`src/rtl/id_pkg.sv`:
```
// Shared definitions for the ID pipe buffer: default widths, field offsets,
// bubble constant and the queued entry layout.
package id_pkg;

  localparam int IW_D    = 16;
  localparam int PCW_D   = 6;
  localparam int RAW_D   = 4;
  localparam int OPW_D   = 4;
  localparam int DEPTH_D = 4;

  function automatic int imm_width(input int iw, input int opw, input int raw);
    return iw - opw - 2 * raw;
  endfunction

  function automatic int op1_lsb(input int iw, input int opw, input int raw);
    return iw - opw - raw;
  endfunction

  function automatic int op2_lsb(input int iw, input int opw, input int raw);
    return imm_width(iw, opw, raw);
  endfunction

  localparam int IMMW_D    = imm_width(IW_D, OPW_D, RAW_D);
  localparam int OP1_LSB_D = op1_lsb(IW_D, OPW_D, RAW_D);
  localparam int OP2_LSB_D = op2_lsb(IW_D, OPW_D, RAW_D);

  typedef struct packed {
    logic [PCW_D-1:0] pc;
    logic [IW_D-1:0]  instr;
  } entry_t;

  localparam entry_t BUBBLE = '0;

endpackage

```
`src/rtl/id_fifo_core.sv`:
```
// Queue storage for the ID pipe buffer: circular buffer with read/write
// pointers, occupancy count, and a flush that empties it in one cycle.
module id_fifo_core
  import id_pkg::*;
#(
  parameter int WIDTH = IW_D + PCW_D,
  parameter int DEPTH = DEPTH_D,
  localparam int AW = $clog2(DEPTH),
  localparam int CW = AW + 1
) (
  input  logic             clk,
  input  logic             rst,
  input  logic             flush,
  input  logic             push,
  input  logic             pop,
  input  logic [WIDTH-1:0] wdata,
  output logic [WIDTH-1:0] rdata,
  output logic [CW-1:0]    count,
  output logic             full,
  output logic             empty
);

  localparam logic [CW-1:0] FULL_CNT = CW'(DEPTH);

  logic [WIDTH-1:0] mem [DEPTH];
  logic [AW-1:0]    wptr;
  logic [AW-1:0]    rptr;
  logic             do_push;
  logic             do_pop;

  assign full    = (count == FULL_CNT);
  assign empty   = (count == '0);
  // Guard locally so the count can never leave 0..DEPTH whatever the caller does.
  assign do_push = push && !full;
  assign do_pop  = pop && !empty;
  assign rdata   = mem[rptr];

  always_ff @(posedge clk) begin
    if (rst || flush) begin
      wptr  <= '0;
      rptr  <= '0;
      count <= '0;
    end else begin
      if (do_push) wptr <= wptr + AW'(1);
      if (do_pop)  rptr <= rptr + AW'(1);
      case ({do_push, do_pop})
        2'b10:   count <= count + CW'(1);
        2'b01:   count <= count - CW'(1);
        default: count <= count;
      endcase
    end
  end

  always_ff @(posedge clk) begin
    if (do_push && !rst && !flush) mem[wptr] <= wdata;
  end

endmodule

```
`src/rtl/id_pipe_buf.sv`:
```
// IF/ID instruction queue with hazard bubbles and flush. Optional same-cycle
// forwarding into an empty queue is enabled by defining ID_PIPE_BUF_BYPASS_EN.
module id_pipe_buf
  import id_pkg::*;
#(
  parameter int IW    = IW_D,
  parameter int PCW   = PCW_D,
  parameter int RAW   = RAW_D,
  parameter int OPW   = OPW_D,
  parameter int DEPTH = DEPTH_D,
  localparam int IMMW = imm_width(IW, OPW, RAW),
  localparam int CW   = $clog2(DEPTH) + 1
) (
  input  logic            in_clk,
  input  logic            in_rst,
  input  logic            in_valid,
  output logic            out_ready,
  input  logic [IW-1:0]   in_instr,
  input  logic [PCW-1:0]  in_pc,
  input  logic            in_haz,
  input  logic            in_flush,
  input  logic            in_id_ready,
  output logic            out_valid,
  output logic [IW-1:0]   out_instr,
  output logic [PCW-1:0]  out_pc,
  output logic [RAW-1:0]  out_op1_addr,
  output logic [RAW-1:0]  out_op2_addr,
  output logic [IMMW-1:0] out_imm,
  output logic            out_rst,
  output logic [CW-1:0]   out_count
);

  localparam int EW = IW + PCW;

  if (IMMW < 1) begin : g_bad_imm
    $error("id_pipe_buf: immediate field width must be at least 1");
  end
  if (DEPTH < 2 || (DEPTH & (DEPTH - 1)) != 0) begin : g_bad_depth
    $error("id_pipe_buf: DEPTH must be a power of two >= 2");
  end

  logic [EW-1:0] head;
  logic [EW-1:0] sel;
  logic [EW-1:0] shown;
  logic          full;
  logic          empty;
  logic          push;
  logic          pop;
  logic          show;

  id_fifo_core #(
    .WIDTH(EW),
    .DEPTH(DEPTH)
  ) u_fifo (
    .clk  (in_clk),
    .rst  (in_rst),
    .flush(in_flush),
    .push (push),
    .pop  (pop),
    .wdata({in_pc, in_instr}),
    .rdata(head),
    .count(out_count),
    .full (full),
    .empty(empty)
  );

`ifdef ID_PIPE_BUF_BYPASS_EN
  logic byp;

  always_comb begin
    byp  = empty && in_valid && !in_haz && !in_flush;
    show = (!empty || byp) && !in_haz;
    sel  = empty ? {in_pc, in_instr} : head;
    // A forwarded instruction that decode takes right away never occupies a slot.
    push = in_valid && !full && !in_flush && !(byp && in_id_ready);
    pop  = !empty && !in_haz && !in_flush && in_id_ready;
  end
`else
  always_comb begin
    show = !empty && !in_haz;
    sel  = head;
    push = in_valid && !full && !in_flush;
    pop  = show && in_id_ready && !in_flush;
  end
`endif

  assign shown        = show ? sel : {EW{1'b0}};
  assign out_ready    = !full;
  assign out_valid    = show;
  assign out_rst      = !show;
  assign out_instr    = shown[IW-1:0];
  assign out_pc       = shown[EW-1:IW];
  assign out_op1_addr = out_instr[IW-OPW-1 -: RAW];
  assign out_op2_addr = out_instr[IW-OPW-RAW-1 -: RAW];
  assign out_imm      = out_instr[IMMW-1:0];

endmodule

```
`config.mk`:
```
export PLATFORM = sky130hd
export DESIGN_NAME = id_pipe_buf
export DESIGN_NICKNAME = d
export VERILOG_FILES = /design/src/rtl/id_pkg.sv /design/src/rtl/id_fifo_core.sv /design/src/rtl/id_pipe_buf.sv
export SDC_FILE = /design/constraint.sdc
export NUM_CORES = 1
export LEC_CHECK = 0
export CORE_ASPECT_RATIO = 0.5
export CORE_MARGIN = 2
export CORE_UTILIZATION = 45
export DETAILED_ROUTE_END_ITERATION = 12
export GPL_TIMING_DRIVEN = 0
export PLACE_DENSITY = 0.7
export SETUP_SLACK_MARGIN = 0.5
export SKIP_LAST_GASP = 1
export SYNTH_ARGS = -nofsm -noshare
export SYNTH_HDL_FRONTEND = slang
export SYNTH_SLANG_ARGS = --single-unit
export TNS_END_PERCENT = 5
```
`constraint.sdc`:
```
create_clock -name in_clk -period 2.9 [get_ports in_clk]
set_clock_uncertainty 0.15 [all_clocks]
set_input_delay 0.725 -clock in_clk [delete_from_list [all_inputs] [get_ports in_clk]]
set_output_delay 0.725 -clock in_clk [all_outputs]
set_load 0.005 [all_outputs]
```
# After elaboration in Yosys (flattened, before gate mapping)
# Memory sizes are Yosys's and may differ from the RTL's. A register that Yosys moved wholly into a read port is not among the register bits.
# Index checks and enable logic that the tools add are counted.
# Widths: inputs -> output; s select.
[totals]
ff_bits = 7
ramBits = 88
out_inout_bits = 40
mem_count = 1
[op_classes]
add_sub_neg = 4
eq_ne = 3
muxes = 6
n_reduce_logical = 18
[memory_table]
columns = ["memory", "words", "width", "rd", "rd_ports_with_merged_regs", "write_ports", "line_no", "source"]
rows = [
  ["u_fifo.mem", 4, 22, 1, 1, 1, "id_fifo_core.sv:25", "logic [WIDTH-1:0] mem [DEPTH];"],
]
[ops]
columns = ["operator", "n"]
rows = [
  ["$mux 22", 1],
  ["$logic_and 1x1->1", 9],
  ["$logic_not 1->1", 6],
  ["$pmux 3 s2", 1],
  ["$add 2x1->2 const B", 2],
  ["$mux 2", 2],
  ["$add 3x1->3 const B", 1],
  ["$eq 3x3->1 const B", 1],
  ["$logic_not 3->1", 1],
  ["$sub 3x1->3 const B", 1],
  ["$eq 2x1->1 const B", 1],
  ["$eq 2x2->1 const B", 1],
  ["$mux 1", 2],
  ["$reduce_bool 2->1", 1],
  ["$logic_or 1x1->1", 1],
]

# Longest topological paths before layout
# Gate-level depths: netlist of run 1.
[logic_depth]
depth_word = 9
ltp_mapped = 10

# Cells and area by module
# A second synthesis of run 1 with hierarchy kept.
[hier_totals]
cells_unflattened = 214
hier_area_um2 = 4096.4
[by_module_without_submodules]
columns = ["module", "n_inst", "cells_each", "area_per_inst_um2", "seq_area_each_um2"]
rows = [
  ["id_fifo_core", 1, 169, 3646.0, 2822.7],
  ["id_pipe_buf", 1, 45, 450.4, 0.0],
]

# Least setup slack after synthesis of run 1
# No wires, ideal clock.
[synth_timing]
path_kind = "input port to flip-flop"
startpoint = "in in_haz"
endpoint = "reg u_fifo.count[2]"
setup_time_ps = 70
arrival_time_ps = 2489
path_slack_ps = 191
path_stages = 9
cell_sequence = "or2_1 buf_2 nor3_1 ha_1 inv_1 fa_1 xor2_1 or3_2 a21oi_1"
[synth_via]
elab_chain_len = 7
word_cells_on_any_way = 9
[synth_rtl]
columns = ["item", "line_no", "source"]
rows = [
  ["from (decl)", "id_pipe_buf.sv:20", "input logic in_haz,"],
  ["$logic_not 1->1 *", "id_pipe_buf.sv:80", "show = !empty && !in_haz;"],
  ["$logic_and 1x1->1 *", "id_pipe_buf.sv:80", ""],
  ["$logic_and 1x1->1 * (2 in series)", "id_pipe_buf.sv:83", "pop = show && in_id_ready && !in_flush;"],
  ["$logic_and 1x1->1 *", "id_fifo_core.sv:35", "assign do_pop = pop && !empty;"],
  ["named net u_fifo.do_pop", "id_fifo_core.sv:29", "logic do_pop;"],
  ["$eq 2x1->1 / $eq 2x2->1 (equally long branches)", "id_fifo_core.sv:46", "case ({do_push, do_pop})"],
  ["$pmux 3 s2 / $reduce_bool 2->1 (equally long branches)", "n/a", ""],
  ["to (signal assigned)", "id_fifo_core.sv:47", "2'b10: count <= count + CW'(1);"],
  ["to (signal assigned)", "id_fifo_core.sv:48", "2'b01: count <= count - CW'(1);"],
  ["to (signal assigned)", "id_fifo_core.sv:49", "default: count <= count;"],
  ["to (decl)", "id_fifo_core.sv:18", "output logic [CW-1:0] count,"],
]
# Mark *: on every way through the listed nets, which the timed path passes. The rest lies on a longest branch.
# A chain may end at the register's enable or synchronous reset.

==> impl_metrics.yaml, run 1 <==
outcome:
  status: "finished clean"
drt:
  drc: 0
  wl_per_cell_um: 16.9
  ant_nets: 0
  topRoutingLayerUsed: "met4"
  vias: 2128
  dr.pass1.iters: 4
  drt-vias-per-instance: 5.03
  drt-met1-wl_mm: 2.96
  drt_iter0_drc: 128
  met2_length_mm: 3.79
  wl_met3_um: 328
  wl_mm: 7.16
synthesis:
  postSynthAreaPerCell_um2: 19.0
  synth_edf_count: 88
  synthDistinctLibCells: 31
  synthCells: 207
  ys_seq_area_frac: 0.717
  synth-main-ff-cell: "edfxtp_1"
  yosysWarnings: 0
  async_reset_ff_frac: 0
  syn_nets: 241
  synth-seq-cells: 97
  synth_area_mm2: 0.00394
worst_setup_path:
  worstReg2RegStart: "u_fifo.count[0]"
  cp_max_fo: 4
  worstPathRequired_ns: 2.03
  critPathKind: "reg2out"
  start_kind: "flop"
  critPathCaptureType: "output pin"
  worst-endpoint-arrival_ns: 1.84
clocking:
  cts_sinks: 97
  tritoncts: "done"
  htreeDepth: 3
  ctsLongestPathBuffers: 2
  clock_latency_ns: 0.33
  cts_buffers: 9
  path_clk_slew_ns: 0.06
  root_buffer: "clkbuf_16"
sta:
  setup_tns_ns: 0
  rsz0062_at_grt: "true"
  hold_viol: 0
  tightestPinTransition_ns: 0.620
  hold_ws_ns: 0.351
  finalSetupViolCount: 0
  relSlewSlack: 0.587
  fmax_mhz: 368
  finalCriticalPeriod_ns: 2.71
  period_share: 0.936
  maxSlewViolCount: 0
power:
  irDropWorstVdd_uv: 313
  power_density_mw_per_mm2: 512
  finalPower_mw: 2.73
  power_leakage_nw: 1.88
hold_path:
  hold_class: "reg2reg"
  worstHoldStart: "u_fifo.rptr[1]"
global_routing:
  grt_pass1_wl_mm: 11.6
  grt_overflow: 0
  grt_max_degree: 23
  grt_usage: 0.165
  grt_pass1_vias: 2213
  grt_antenna_before_repair: 0
final_layout:
  mostFrequentLayoutCell: "edfxtp_1"
  nNetsFinal: 335
  layout_common_cells: "edfxtp_1, clkdlybuf4s50_1, buf_6"
  drive_gt1_frac: 0.418
  diodes: 0
  area_growth_pct: 35.4
placed_design:
  gp_congestion: 0.717
  hpwlAfterDp_mm: 4.41
  portBuffers: 67
die:
  die_x_um: 136
  num_rows: 24
  pin_count: 68
  die-area_mm2: 0.00956
  start_util: 0.458
  core-area_mm2: 0.00859
  dieHeight_um: 70.1
run:
  cap_violations: 0
## logic make-up (layout without fill, tap and decap cells)
kind of cell / Yosys count / in the layout / synth area share
compound gates: 10 / 10 / 0.0168
xor+xnor: 2 / 2 / 0.00445
fa+ha+maj: 6 / 6 / 0.0210
buf+inv: 26 / 125 / 0.0423
flops: 97 / 97 / 0.717
mux: 22 / 22 / 0.127
simple gates: 44 / 44 / 0.0715
## critical path: stages, from the launching register on
cell and delay (ns):
dfxtp_4 0.40, buf_4 0.13, mux4_2 0.49, and2_4 0.18, buf_4 0.12, clkdlybuf4s15_2 0.20
## sequential cells by signal (all words and copies together), names as in the netlist, named ones only
| signal | cells |
|---|---|
| u_fifo.mem | 88 |
| u_fifo.count | 3 |
| u_fifo.rptr | 2 |
| u_fifo.wptr | 2 |
## per-stage QoR
stage | util | worst slack [ns] | area [µm²] | instances
after floorplan | - | 0.311 | 3960 | 207
after global placement | 0.556 | -0.581 | 4770 | 391
after detailed placement | 0.556 | -0.611 | 4770 | 391
after CTS | 0.616 | 0.169 | 5290 | 421
after global routing | 0.621 | 0.111 | 5330 | 423
final | 0.621 | 0.186 | 5330 | 423
## cell usage after synthesis, drive strengths merged, types with 3 or more instances
| library cell | instances | area, µm² |
|---|---|---|
| inv | 7 | 26.3 |
| buf | 19 | 140 |
| mux4 | 22 | 499 |
| edfxtp | 88 | 2640 |
| a21oi | 3 | 15.0 |
| o31ai | 3 | 27.5 |
| o21ai | 3 | 15.0 |
| and3 | 4 | 30.0 |
| ha | 5 | 62.6 |
| nor2 | 4 | 15.0 |
| dfxtp | 9 | 180 |
| and2 | 23 | 146 |
| or3 | 3 | 20.0 |
## worst paths after layout
check	to	slack, ns	cells past startpoint
setup reg to reg	u_fifo.count[2]	0.24	10
hold reg to reg	u_fifo.rptr[1]	0.35	2
hold / removal	u_fifo.rptr[1]	0.35	2
setup / recovery	out_instr[0]	0.19	5
## where the power goes
part           switching [mW]  total [mW]  internal [mW]
logic                  0.0541       0.136         0.0818
clock network           0.475        1.05          0.575
registers             0.00518        1.54           1.54
total                   0.534        2.73           2.19
## cell type report
class                   count  area, µm²
plain buffers              19        209
clock buffers              10        229
clock inverters             6       33.8
fillers                   615       3260
inverters                   7       33.8
multi-input cells          84       1010
flip-flops and latches     97       2830
well taps                 117        146
repair buffers             83        837
## routing by layer
layer,track usage,vias up
met5,0,-
met4,0.0509,0
met3,0.0465,6
met2,0.286,64
met1,0.203,1071
li1,-,987
## repair_timing
action | CTS | global route
pin swaps | 12 | 2
gates cloned | 2 | 0
setup endpoints to repair | 127 | 127
gates resized for setup | 167 | 8
hold buffers | 0 | 0
buffers inserted | 12 | 2
hold endpoints to repair | 0 | 0
(Power assumes the default switching activity.)
==> run 2: changes to the inputs <==
--- a/config.mk
+++ b/config.mk
@@ -12,7 +12,9 @@
 export GPL_TIMING_DRIVEN = 0
 export PLACE_DENSITY = 0.7
 export SETUP_SLACK_MARGIN = 0.5
+export SKIP_CTS_REPAIR_TIMING = 1
 export SKIP_LAST_GASP = 1
+export SLEW_MARGIN = 5
 export SYNTH_ARGS = -nofsm -noshare
 export SYNTH_HDL_FRONTEND = slang
 export SYNTH_SLANG_ARGS = --single-unit
==> impl_metrics.yaml, run 2 (synthesized netlist as in run 1, its figures left out) <==
global_routing:
  grt_usage: 0.157
  grt_pass1_vias: 2147
  grt_pass1_wl_mm: 11.1
  grt_overflow: 0
  grt_antenna_before_repair: 0
  grt_max_degree: 23
final_layout:
  mostFrequentLayoutCell: "edfxtp_1"
  layout_common_cells: "edfxtp_1, clkdlybuf4s50_1, dlymetal6s2s_1"
  final_core_util: 0.635
  nNetsFinal: 344
  area_growth_pct: 38.6
  fin_area_mm2: 0.00546
  multiInputGateArea_um2: 991
  fill_cells: 596
  largest_register: "u_fifo.mem"
  stdcell_count: 432
  largest_reg_flops: 88
  reg.largest.list: "u_fifo.mem (88), u_fifo.count (3)"
  regArea_mm2: 0.00284
  diodes: 0
  drive_gt1_frac: 0.362
worst_setup_path:
  critPathKind: "reg2out"
  worstRegToRegCells: 10
  worstPathRequired_ns: 2.03
  worstReg2RegStart: "u_fifo.count[0]"
  critical_path.endpoint: "out_op2_addr[2]"
  worst-endpoint-arrival_ns: 1.87
  reg2reg_slack_ns: 0.24
  crit-reg2reg-capture: "u_fifo.count[2]"
  cp_max_fo: 6
  critPathCaptureType: "output pin"
  start_kind: "flop"
placed_design:
  portBuffers: 67
  gp_congestion: 0.717
  placed_cell_area_mm2: 0.00477
  hpwlAfterDp_mm: 4.41
  placed_cells: 391
clocking:
  root_buffer: "clkbuf_16"
  cts_sinks: 97
  cts_buffers: 9
  clock_latency_ns: 0.33
  htreeDepth: 3
  tritoncts: "done"
  ctsLongestPathBuffers: 2
  path_clk_slew_ns: 0.06
sta:
  period_share: 0.946
  relSlewSlack: 0.589
  finalCriticalPeriod_ns: 2.74
  rsz0062_at_grt: "true"
  fmax_mhz: 365
  finalSetupViolCount: 0
  tightestPinTransition_ns: 0.616
  hold_viol: 0
  maxSlewViolCount: 0
run:
  cap_violations: 0
outcome:
  status: "finished clean"
power:
  power_leakage_nw: 2.38
  finalPower_mw: 2.72
  irDropWorstVdd_uv: 315
  power_density_mw_per_mm2: 499
hold_path:
  worstHoldStart: "u_fifo.rptr[1]"
  hold_class: "reg2reg"
die:
  num_rows: 24
  pin_count: 68
  die-area_mm2: 0.00956
  core-area_mm2: 0.00859
  die_x_um: 136
  dieHeight_um: 70.1
  start_util: 0.458
drt:
  drt_iter0_drc: 147
  wl_per_cell_um: 17.3
  wl_mm: 7.47
  ant_nets: 0
  vias: 2107
  drc: 0
  drt-vias-per-instance: 4.88
  dr.pass1.iters: 4
run 2: report_power, final:
part,internal [mW],switching [mW]
sequential,1.54,0.00537
combinational,0.0792,0.0529
clock,0.575,0.473
total,2.19,0.531
run 2: through the flow:
step,worst slack (ns),setup TNS (ns),hold slack [ns]
2_1_floorplan,0.311,0,0.309
3_3_place_gp,-0.581,-15.49,0.329
3_5_place_dp,-0.611,-16.32,0.333
4_1_cts,-0.625,-16.46,0.348
5_1_grt,0.0805,0,0.370
6_report,0.157,0,0.351
run 2: final cells by class:
class	count	area share
buffer	19	0.0369
clock buffer	10	0.0420
clock inverter	6	0.00619
inverter	7	0.00619
multi-input combinational	84	0.182
sequential	97	0.520
tap	117	0.0268
timing repair buffer	92	0.181
run 2: worst max-delay path: stages (launching register included):
cell and delay (ns):
dfxtp_4 0.44, clkbuf_16 0.18, mux4_2 0.49, and2_4 0.17
buf_4 0.12, dlymetal6s2s_1 0.14
run 2: per-layer routing:
metal | vias to the layer above | wire, µm | GRT usage
met2 | 53 | 3930 | 0.268
met5 | - | 0 | 0
met4 | 0 | 29 | 0.0451
met1 | 1052 | 3200 | 0.197
met3 | 2 | 311 | 0.0465
li1 | 1000 | - | -
run 2: worst min-delay path by stage:
stage	end	slack (ns)	depth (start not counted)
floorplan	flop	0.31	2
global placement	u_fifo.rptr[1]	0.33	2
detailed placement	u_fifo.rptr[1]	0.33	2
CTS	u_fifo.rptr[1]	0.35	2
global route	u_fifo.rptr[1]	0.37	2
finish	u_fifo.rptr[1]	0.35	2
